## config.mk

```make
export PLATFORM = sky130hd
export DESIGN_NAME = cond_eval_unit
export DESIGN_NICKNAME = d
export VERILOG_FILES = /design/src/rtl/cond_pkg.sv /design/src/rtl/cond_lane.sv /design/src/rtl/cond_eval_unit.sv
export SDC_FILE = /design/constraint.sdc
export NUM_CORES = 1
export LEC_CHECK = 0
export ABC_AREA = 1
export CELL_PAD_IN_SITES_DETAIL_PLACEMENT = 1
export CELL_PAD_IN_SITES_GLOBAL_PLACEMENT = 1
export CORE_ASPECT_RATIO = 0.8
export CORE_MARGIN = 10
export CORE_UTILIZATION = 31
export CTS_CLUSTER_DIAMETER = 50
export DETAILED_ROUTE_END_ITERATION = 10
export GPL_ROUTABILITY_DRIVEN = 0
export PLACE_DENSITY_LB_ADDON = 0.1
export SLEW_MARGIN = 0
export SYNTH_ARGS = -nofsm -noshare
export SYNTH_HDL_FRONTEND = slang
export SYNTH_SLANG_ARGS = --single-unit
```

## constraint.sdc

```tcl
create_clock -name clk -period 1.8 [get_ports clk]
set_clock_uncertainty 0.1 [all_clocks]
set_input_delay 0.36 -clock clk [delete_from_list [all_inputs] [get_ports clk]]
set_output_delay 0.36 -clock clk [all_outputs]
set_load 0.02 [all_outputs]
```

## src/rtl/cond_pkg.sv

```systemverilog
// -----------------------------------------------------------------------------
// cond_pkg
// Shared definitions for the condition evaluation unit:
//   - the 16 four-bit condition code values (COND_EQ .. COND_NV)
//   - bit positions of the architectural flags inside a {Z,N,C,V} nibble
//   - the flags_t nibble type
//   - small helpers used when evaluating signed comparisons
// No ports (package).
// -----------------------------------------------------------------------------
package cond_pkg;

   // Architectural flag nibble, bit order {Z,N,C,V}
   typedef logic [3:0] flags_t;

   // Flag bit positions inside flags_t
   localparam int FLAG_Z = 3;
   localparam int FLAG_N = 2;
   localparam int FLAG_C = 1;
   localparam int FLAG_V = 0;

   // Condition codes
   localparam logic [3:0] COND_EQ = 4'd0;   // Z
   localparam logic [3:0] COND_NE = 4'd1;   // !Z
   localparam logic [3:0] COND_CS = 4'd2;   // C        (HS)
   localparam logic [3:0] COND_CC = 4'd3;   // !C       (LO)
   localparam logic [3:0] COND_MI = 4'd4;   // N
   localparam logic [3:0] COND_PL = 4'd5;   // !N
   localparam logic [3:0] COND_VS = 4'd6;   // V
   localparam logic [3:0] COND_VC = 4'd7;   // !V
   localparam logic [3:0] COND_HI = 4'd8;   // C & !Z
   localparam logic [3:0] COND_LS = 4'd9;   // !C | Z
   localparam logic [3:0] COND_GE = 4'd10;  // N == V
   localparam logic [3:0] COND_LT = 4'd11;  // N != V
   localparam logic [3:0] COND_GT = 4'd12;  // !Z & (N == V)
   localparam logic [3:0] COND_LE = 4'd13;  // Z | (N != V)
   localparam logic [3:0] COND_AL = 4'd14;  // always
   localparam logic [3:0] COND_NV = 4'd15;  // never (defined, never true)

   // Signed "greater or equal" term shared by GE/LT/GT/LE
   function automatic logic flags_n_eq_v(input flags_t f);
      return (f[FLAG_N] == f[FLAG_V]);
   endfunction

   // Unsigned "higher" term shared by HI/LS
   function automatic logic flags_hi(input flags_t f);
      return (f[FLAG_C] & ~f[FLAG_Z]);
   endfunction

endpackage : cond_pkg

```

## src/rtl/cond_lane.sv

```systemverilog
// -----------------------------------------------------------------------------
// cond_lane
// Purely combinational evaluation of one 4-bit condition code against a
// {Z,N,C,V} flag nibble.
// Ports:
//   code   in  4  condition code (see cond_pkg COND_*)
//   flags  in  4  flags {Z,N,C,V} to test against
//   result out 1  1 when the condition holds
// -----------------------------------------------------------------------------
module cond_lane
   import cond_pkg::*;
(
   input  logic [3:0] code,
   input  flags_t     flags,
   output logic       result
);

   logic z_s;
   logic n_s;
   logic c_s;
   logic v_s;
   logic ge_s;
   logic hi_s;

   assign z_s  = flags[FLAG_Z];
   assign n_s  = flags[FLAG_N];
   assign c_s  = flags[FLAG_C];
   assign v_s  = flags[FLAG_V];
   assign ge_s = flags_n_eq_v(flags);
   assign hi_s = flags_hi(flags);

   // Condition table decode; NV is a defined code that never passes
   always_comb begin
      result = 1'b0;
      case (code)
         COND_EQ: result = z_s;
         COND_NE: result = ~z_s;
         COND_CS: result = c_s;
         COND_CC: result = ~c_s;
         COND_MI: result = n_s;
         COND_PL: result = ~n_s;
         COND_VS: result = v_s;
         COND_VC: result = ~v_s;
         COND_HI: result = hi_s;
         COND_LS: result = ~hi_s;
         COND_GE: result = ge_s;
         COND_LT: result = ~ge_s;
         COND_GT: result = ~z_s & ge_s;
         COND_LE: result = z_s | ~ge_s;
         COND_AL: result = 1'b1;
         COND_NV: result = 1'b0;
         default: result = 1'b0;
      endcase
   end

endmodule : cond_lane

```

## src/rtl/cond_eval_unit.sv

```systemverilog
// -----------------------------------------------------------------------------
// cond_eval_unit
// Multi-lane condition evaluation unit owning the architectural Z N C V flag
// register and its shadow copy (exception entry/return). LANES condition codes
// are evaluated per accepted transaction and presented through a registered
// valid/ready output stage.
//
// Optional feature macro: COND_FLAG_BYPASS_EN
//   defined   : lanes evaluate against a same-cycle forward of the flag write
//               (restore > we > current flags), so an instruction accepted
//               together with its flag-setting write sees the new flags.
//   undefined : lanes evaluate against the registered flags only.
//
// Parameters:
//   LANES          number of condition codes per transaction (>= 1)
// Ports:
//   clk            in   1         rising-edge clock
//   rst_n          in   1         synchronous active-low reset
//   flags_we       in   1         load flags_wdata into the flag register
//   flags_wdata    in   4         new flags {Z,N,C,V}
//   flags_save     in   1         copy current flags into the shadow register
//   flags_restore  in   1         load flags from the shadow register
//   in_valid       in   1         cond_codes valid
//   in_ready       out  1         transaction accepted this cycle if in_valid
//   cond_codes     in   4*LANES   lane i code at [4i+3:4i]
//   out_valid      out  1         cond_out holds a result
//   out_ready      in   1         consumer takes the result
//   cond_out       out  LANES     bit i = result of lane i
//   flags_q        out  4         current architectural flags {Z,N,C,V}
// -----------------------------------------------------------------------------
module cond_eval_unit
   import cond_pkg::*;
#(
   parameter int LANES = 2
)
(
   input  logic               clk,
   input  logic               rst_n,
   input  logic               flags_we,
   input  logic [3:0]         flags_wdata,
   input  logic               flags_save,
   input  logic               flags_restore,
   input  logic               in_valid,
   output logic               in_ready,
   input  logic [4*LANES-1:0] cond_codes,
   output logic               out_valid,
   input  logic               out_ready,
   output logic [LANES-1:0]   cond_out,
   output logic [3:0]         flags_q
);

   flags_t            flags_r;
   flags_t            shadow_r;
   flags_t            eval_flags_s;
   logic              out_valid_r;
   logic [LANES-1:0]  cond_out_r;
   logic [LANES-1:0]  lane_res_s;
   logic              accept_s;

   // Handshake: a free or draining output slot can take a new transaction
   assign in_ready = ~out_valid_r | out_ready;
   assign accept_s = in_valid & in_ready;

`ifdef COND_FLAG_BYPASS_EN
   // Same-cycle forward of the flag write, matching the register priority
   always_comb begin
      eval_flags_s = flags_r;
      if (flags_restore) begin
         eval_flags_s = shadow_r;
      end else if (flags_we) begin
         eval_flags_s = flags_t'(flags_wdata);
      end else begin
         eval_flags_s = flags_r;
      end
   end
`else
   // Lanes see only the committed flags; writes apply to later transactions
   assign eval_flags_s = flags_r;
`endif

   // One evaluator per lane
   generate
      for (genvar g = 0; g < LANES; g++) begin : g_lane
         cond_lane u_lane (
            .code   (cond_codes[4*g +: 4]),
            .flags  (eval_flags_s),
            .result (lane_res_s[g])
         );
      end
   endgenerate

   // Flag and shadow registers; save reads the pre-edge flags so that
   // save+restore swaps and save+we parks the old value
   always_ff @(posedge clk) begin
      if (!rst_n) begin
         flags_r  <= 4'h0;
         shadow_r <= 4'h0;
      end else begin
         if (flags_save) begin
            shadow_r <= flags_r;
         end else begin
            shadow_r <= shadow_r;
         end

         if (flags_restore) begin
            flags_r <= shadow_r;
         end else if (flags_we) begin
            flags_r <= flags_t'(flags_wdata);
         end else begin
            flags_r <= flags_r;
         end
      end
   end

   // Output stage: load on accept, clear valid on a bare retire, hold on stall
   always_ff @(posedge clk) begin
      if (!rst_n) begin
         out_valid_r <= 1'b0;
         cond_out_r  <= {LANES{1'b0}};
      end else if (accept_s) begin
         out_valid_r <= 1'b1;
         cond_out_r  <= lane_res_s;
      end else if (out_ready) begin
         out_valid_r <= 1'b0;
         cond_out_r  <= cond_out_r;
      end else begin
         out_valid_r <= out_valid_r;
         cond_out_r  <= cond_out_r;
      end
   end

   assign out_valid = out_valid_r;
   assign cond_out  = cond_out_r;
   assign flags_q   = flags_r;

endmodule : cond_eval_unit

```

# Word level (Yosys, flattened, before mapping)

Index checks and enable logic that the tools add are counted.

Equal/unequal tests: 31
Muxes and demuxes: 6
Bitwise logic cells: 12
Reductions and logical operators: 4

Operators with widths:

| kind                                                 | number |
|---|---|
| equality test 4 bit (second input constant)          | 16 |
| equality test 4 x 3 -> 1 bit (second input constant) | 8 |
| one-hot mux 1 bit (16 select lines)                  | 2 |
| equality test 4 x 2 -> 1 bit (second input constant) | 4 |
| equality test 4 x 1 -> 1 bit (second input constant) | 2 |
| logical NOT 4 bit                                    | 2 |
| two-way mux 4 bit                                    | 2 |
| inverter 1 bit                                       | 7 |
| nonzero test 2 bit                                   | 2 |
| AND 1 bit                                            | 3 |
| two-way mux 1 bit                                    | 2 |
| OR 1 bit                                             | 2 |
| equality test 1 bit                                  | 1 |

Bits in registers: 11
Output and inout bits: 8

# Longest topological paths before layout

Depth in word-level cells: 4
Mapped depth: 10
Depth with buffers taken out: 10

# By module

A second synthesis with hierarchy kept.

Cell total of the unflattened synthesis: 163
Area total of the unflattened synthesis: 885.8 µm²

Modules (own cells, without submodules):

| module         | instances | cells each | area each (µm²) |
|---|---|---|---|
| cond_eval_unit | 1         | 65         | 447.9 |
| cond_lane      | 2         | 49         | 219.0 |

# Worst setup path before layout

Ideal clock, no wire load.

Kind: reg-to-reg
Start point: reg flags_r[0] (netlist: flags_q[0])
End point: reg cond_out_r[1] (netlist: cond_out[1])
Library setup time: 114 ps
Data arrival time: 1125 ps
Setup slack: 461 ps
Cell stages (with the launch flop): 10
Period minus slack after synthesis: 1339 ps
Path through: dfxtp_1 inv_1 nand2_2 nand3_2 nand2_1 nand3_1 nor2_1 nand2_1 nand2_1 a21oi_2

Cells in the longest elaborated chain, start to end: 4
Elaborated cells on any way between the ends: 6
Those cells by class: eq/ne (1); mux (1); bitwise (4)

RTL lines:

| element                                 | line                             | text |
|---|---|---|
| from (decl)                             | cond_eval_unit.sv:52             | `flags_t flags_r;` |
| from (signal assigned)                  | cond_eval_unit.sv:106            | `flags_r <= shadow_r;` |
| from (signal assigned)                  | cond_eval_unit.sv:108            | `flags_r <= flags_t'(flags_wdata);` |
| from (signal assigned)                  | cond_eval_unit.sv:110            | `flags_r <= flags_r;` |
| equality test 1 bit                     | cond_pkg.sv:41                   | `return (f[FLAG_N] == f[FLAG_V]);` |
| inverter 1 bit                          | cond_lane.sv:47, cond_lane.sv:49 |  |
| OR 1 bit                                | cond_lane.sv:49                  | `COND_LE: result = z_s \| ~ge_s;` |
| one-hot mux 1 bit (16 select lines) (*) | cond_lane.sv:35                  | `case (code)` |
| to (signal assigned)                    | cond_eval_unit.sv:119            | `cond_out_r <= {LANES{1'b0}};` |
| to (signal assigned)                    | cond_eval_unit.sv:122            | `cond_out_r <= lane_res_s;` |
| to (signal assigned)                    | cond_eval_unit.sv:125            | `cond_out_r <= cond_out_r;` |
| to (decl)                               | cond_eval_unit.sv:56             | `logic [LANES-1:0] cond_out_r;` |

Every way passes the cells marked *; elsewhere a longest branch is shown, timed or not.
A chain may end at the register's enable or synchronous reset.

# Worst setup path after layout

Start point: in out_ready
End point: out in_ready

Cells in the longest elaborated chain, start to end: 1

RTL lines:

| element     | line                 | text |
|---|---|---|
| from (decl) | cond_eval_unit.sv:47 | `input logic out_ready,` |
| OR 1 bit    | cond_eval_unit.sv:61 | `assign in_ready = ~out_valid_r \| out_ready;` |
| to (decl)   | cond_eval_unit.sv:44 | `output logic in_ready,` |

Every way passes these cells.

==> qor.yml <==
run_status:
  status: "complete, no violations"
pwr:
  vdd_drop_max_v: 0.000342
  intPower_uw: 458
  p_sw_uw: 238
  power_uw: 695
  p_seq_frac: 0.389
  p_leak_nw: 0.583
  pwr-share-comb: 0.356
  clock_power_share: 0.255
  swShare: 0.342
  power_density_mw_per_mm2: 578
yosys:
  synth_common_cells: "47 x nand2_1, 23 x nor2_1, 15 x inv_1"
  yosysSeqAreaShare: 0.266
  synth-xor-area-share: 0
  synth_ff_type: "dfxtp_1"
  synthAdderAreaFrac: 0
  postSynth.asyncResetShare: 0
  yosysWarnings: 0
  synth_top_area_share: 0.266
  synth_seq_cells: 11
  post-synth-top-area-cell: "dfxtp_1"
  synth.avg_cell_area_um2: 5.59
  synth_compound_area_frac: 0.159
  yosysMostFrequentCell: "nand2_1"
  syn_inst: 148
  muxShareOfSynthArea: 0
  yosys-top-cells-area: "dfxtp_1 27%, nand2_1 21%, nor2_1 10%"
  netlist_area_um2: 827
  synth_edf_count: 0
  synthesis.nets: 167
  synth_top_family_by_area: "simple AND/OR/NAND/NOR gates"
  synth-simple-area-share: 0.460
  synth_cell_type_count: 19
route:
  ant_nets: 0
  vias: 1041
  wire_per_inst_um: 13.4
  drc: 0
  wirelength_um: 2940
  dr.pass1.iters: 4
  via_per_inst: 4.75
  drtIter0Drc: 37
global_routing:
  antenna_found_initial: 0
  grt_pass1_vias: 1117
  gr-usage-all-layers: 0.115
  grt_first_pass_wirelength_um: 4960
  grt_max_degree: 10
  grt_overflow: 0
layout:
  drive_gt1_frac: 0.142
  design_area_mm2: 0.00120
  final_util: 0.481
  nets: 203
  area_growth_pct: 45.4
  num-fill-cells: 355
  n_antenna_cell: 0
  fin_cells: 219
critical_path:
  rr_endpoint: "cond_out[0]"
  cp-endpoint: "in_ready"
  startpoint_type: "input pin"
  critPathMaxFanout: 2
  r2r_slack_ns: 0.38
  reg2reg_from: "flags_q[0]"
  critPathKind: "input pin to output pin"
  worst-r2r-cell-count: 11
  arrival_ns: 1.26
  required_ns: 1.34
  critPathLaunch: "out_ready"
  end_kind: "output pin"
timing:
  period_needed_ns: 1.72
  fin_hold_ws_ns: 0.388
  rsz0062_at_grt: "false"
  fin_crit_sh: 0.954
  max_freq_mhz: 582
  finalMaxSlewViolations: 0
  setup-violations-final: 0
  hold_viol: 0
  worst_slew_pin_slew_ns: 0.298
  slew_headroom: 0.800
clock_network:
  cts_hold_buf: 0
  clock_path_buffers: 2
  cts.clk_slew.worst_paths_ns: 0.07
  clock_latency_ns: 0.28
  cts_tree: "done"
  htree_levels: 1
  cts.sinks: 11
  root_buffer: "clkbuf_4"
  post_cts_buffers: 0
  cts_made_buffers: 3
die:
  die_w_um: 77.8
  die-height_um: 66.2
  rows: 16
  initial_utilization: 0.330
  coreArea_mm2: 0.00250
  die_area_mm2: 0.00515
  design.portCount: 27
placed_design:
  dpl.hpwl_um: 2550
  port_buffers: 26
  placed_area_mm2: 0.00118
  dp.cells: 215
min_path:
  hp-class: "flop to flop"
flow_run:
  cap_violations: 0
worst min path at each step:
stage | slack (ns) | startpoint | to | cells after the start
final | 0.39 | cond_out[0] | cond_out[0] | 2
after CTS | 0.39 | cond_out[1] | cond_out[1] | 2
after global routing | 0.41 | cond_out[0] | cond_out[0] | 2
after floorplan | 0.35 | flags_save | shadow_r[0] | 1
after detailed placement | 0.38 | cond_out[1] | cond_out[1] | 2
after global placement | 0.35 | cond_out[0] | cond_out[0] | 2
worst max-delay path, stage by stage:
cell and delay [ns]:
clkdlybuf4s50_1 0.47, inv_1 0.04, nand2_1 0.07, clkdlybuf4s15_1 0.31
cell usage in the layout (no fill, tap or decap), types with 2 or more instances in the layout:
| cell | netlist | routed |
|---|---|---|
| o221ai_1 | 4 | 4 |
| clkdlybuf4s50_1 | 0 | 25 |
| buf_4 | 0 | 7 |
| nand2_1 | 47 | 47 |
| nand3_2 | 2 | 2 |
| nand2_2 | 3 | 3 |
| nand3_1 | 12 | 12 |
| dfxtp_1 | 11 | 11 |
| nor2_1 | 23 | 23 |
| inv_1 | 15 | 15 |
| inv_2 | 8 | 8 |
| o21ai_0 | 6 | 6 |
| a31oi_1 | 2 | 2 |
| clkbuf_4 | 0 | 3 |
| a21oi_1 | 8 | 8 |
registers in the layout, indices dropped and copies added, names as in the netlist:
name,cells
cond_out,2
out_valid,1
shadow_r,4
flags_q,4
power groups by stage:
| stage | Combinational, mW | Sequential (mW) | Clock, mW |
|---|---|---|---|
| after floorplan | 0.105 | 0.295 | 0 |
| after global routing | 0.274 | 0.273 | 0.201 |
| after global placement | 0.238 | 0.275 | 0 |
| after detailed placement | 0.249 | 0.276 | 0 |
| final | 0.247 | 0.270 | 0.178 |
| after CTS | 0.249 | 0.271 | 0.186 |
repair_timing:
item,4_1_cts,5_1_grt
endpoints found under the hold margin,0,0
endpoints found under the setup margin,1,1
cloned,0,0
gates resized for setup,1,1
routing by layer:
layer,global-route usage,routed length (um),vias to the layer above
met3,0.0326,127,3
met5,0,0,-
met2,0.204,1430,20
li1,-,-,542
met1,0.131,1360,476
met4,0.0341,17,0
area by class of cell:
cell class              instances  area, um2  share of cell area
well taps                      36       45.0              0.0375
inverters                      23       86.3              0.0718
multi-input cells             112        512               0.426
repair buffers                 33        313               0.260
flip-flops and latches         11        220               0.183
clock buffers                   4       26.3              0.0219
through the flow:
stage,TNS (ns),setup WS [ns]
6_report,0,0.0828
4_1_cts,0,0.0296
5_1_grt,0,0.0201
3_5_place_dp,-0.415,-0.238
3_3_place_gp,-0.232,-0.174
2_1_floorplan,0,0.461
cells by family after synthesis:
group | Yosys count
AND/OR/NAND/NOR | 90
AO/OA/AOI/OAI | 22
flip-flops | 11
buffers and inverters | 25
No activity file was read; power rests on OpenSTA's default activity.
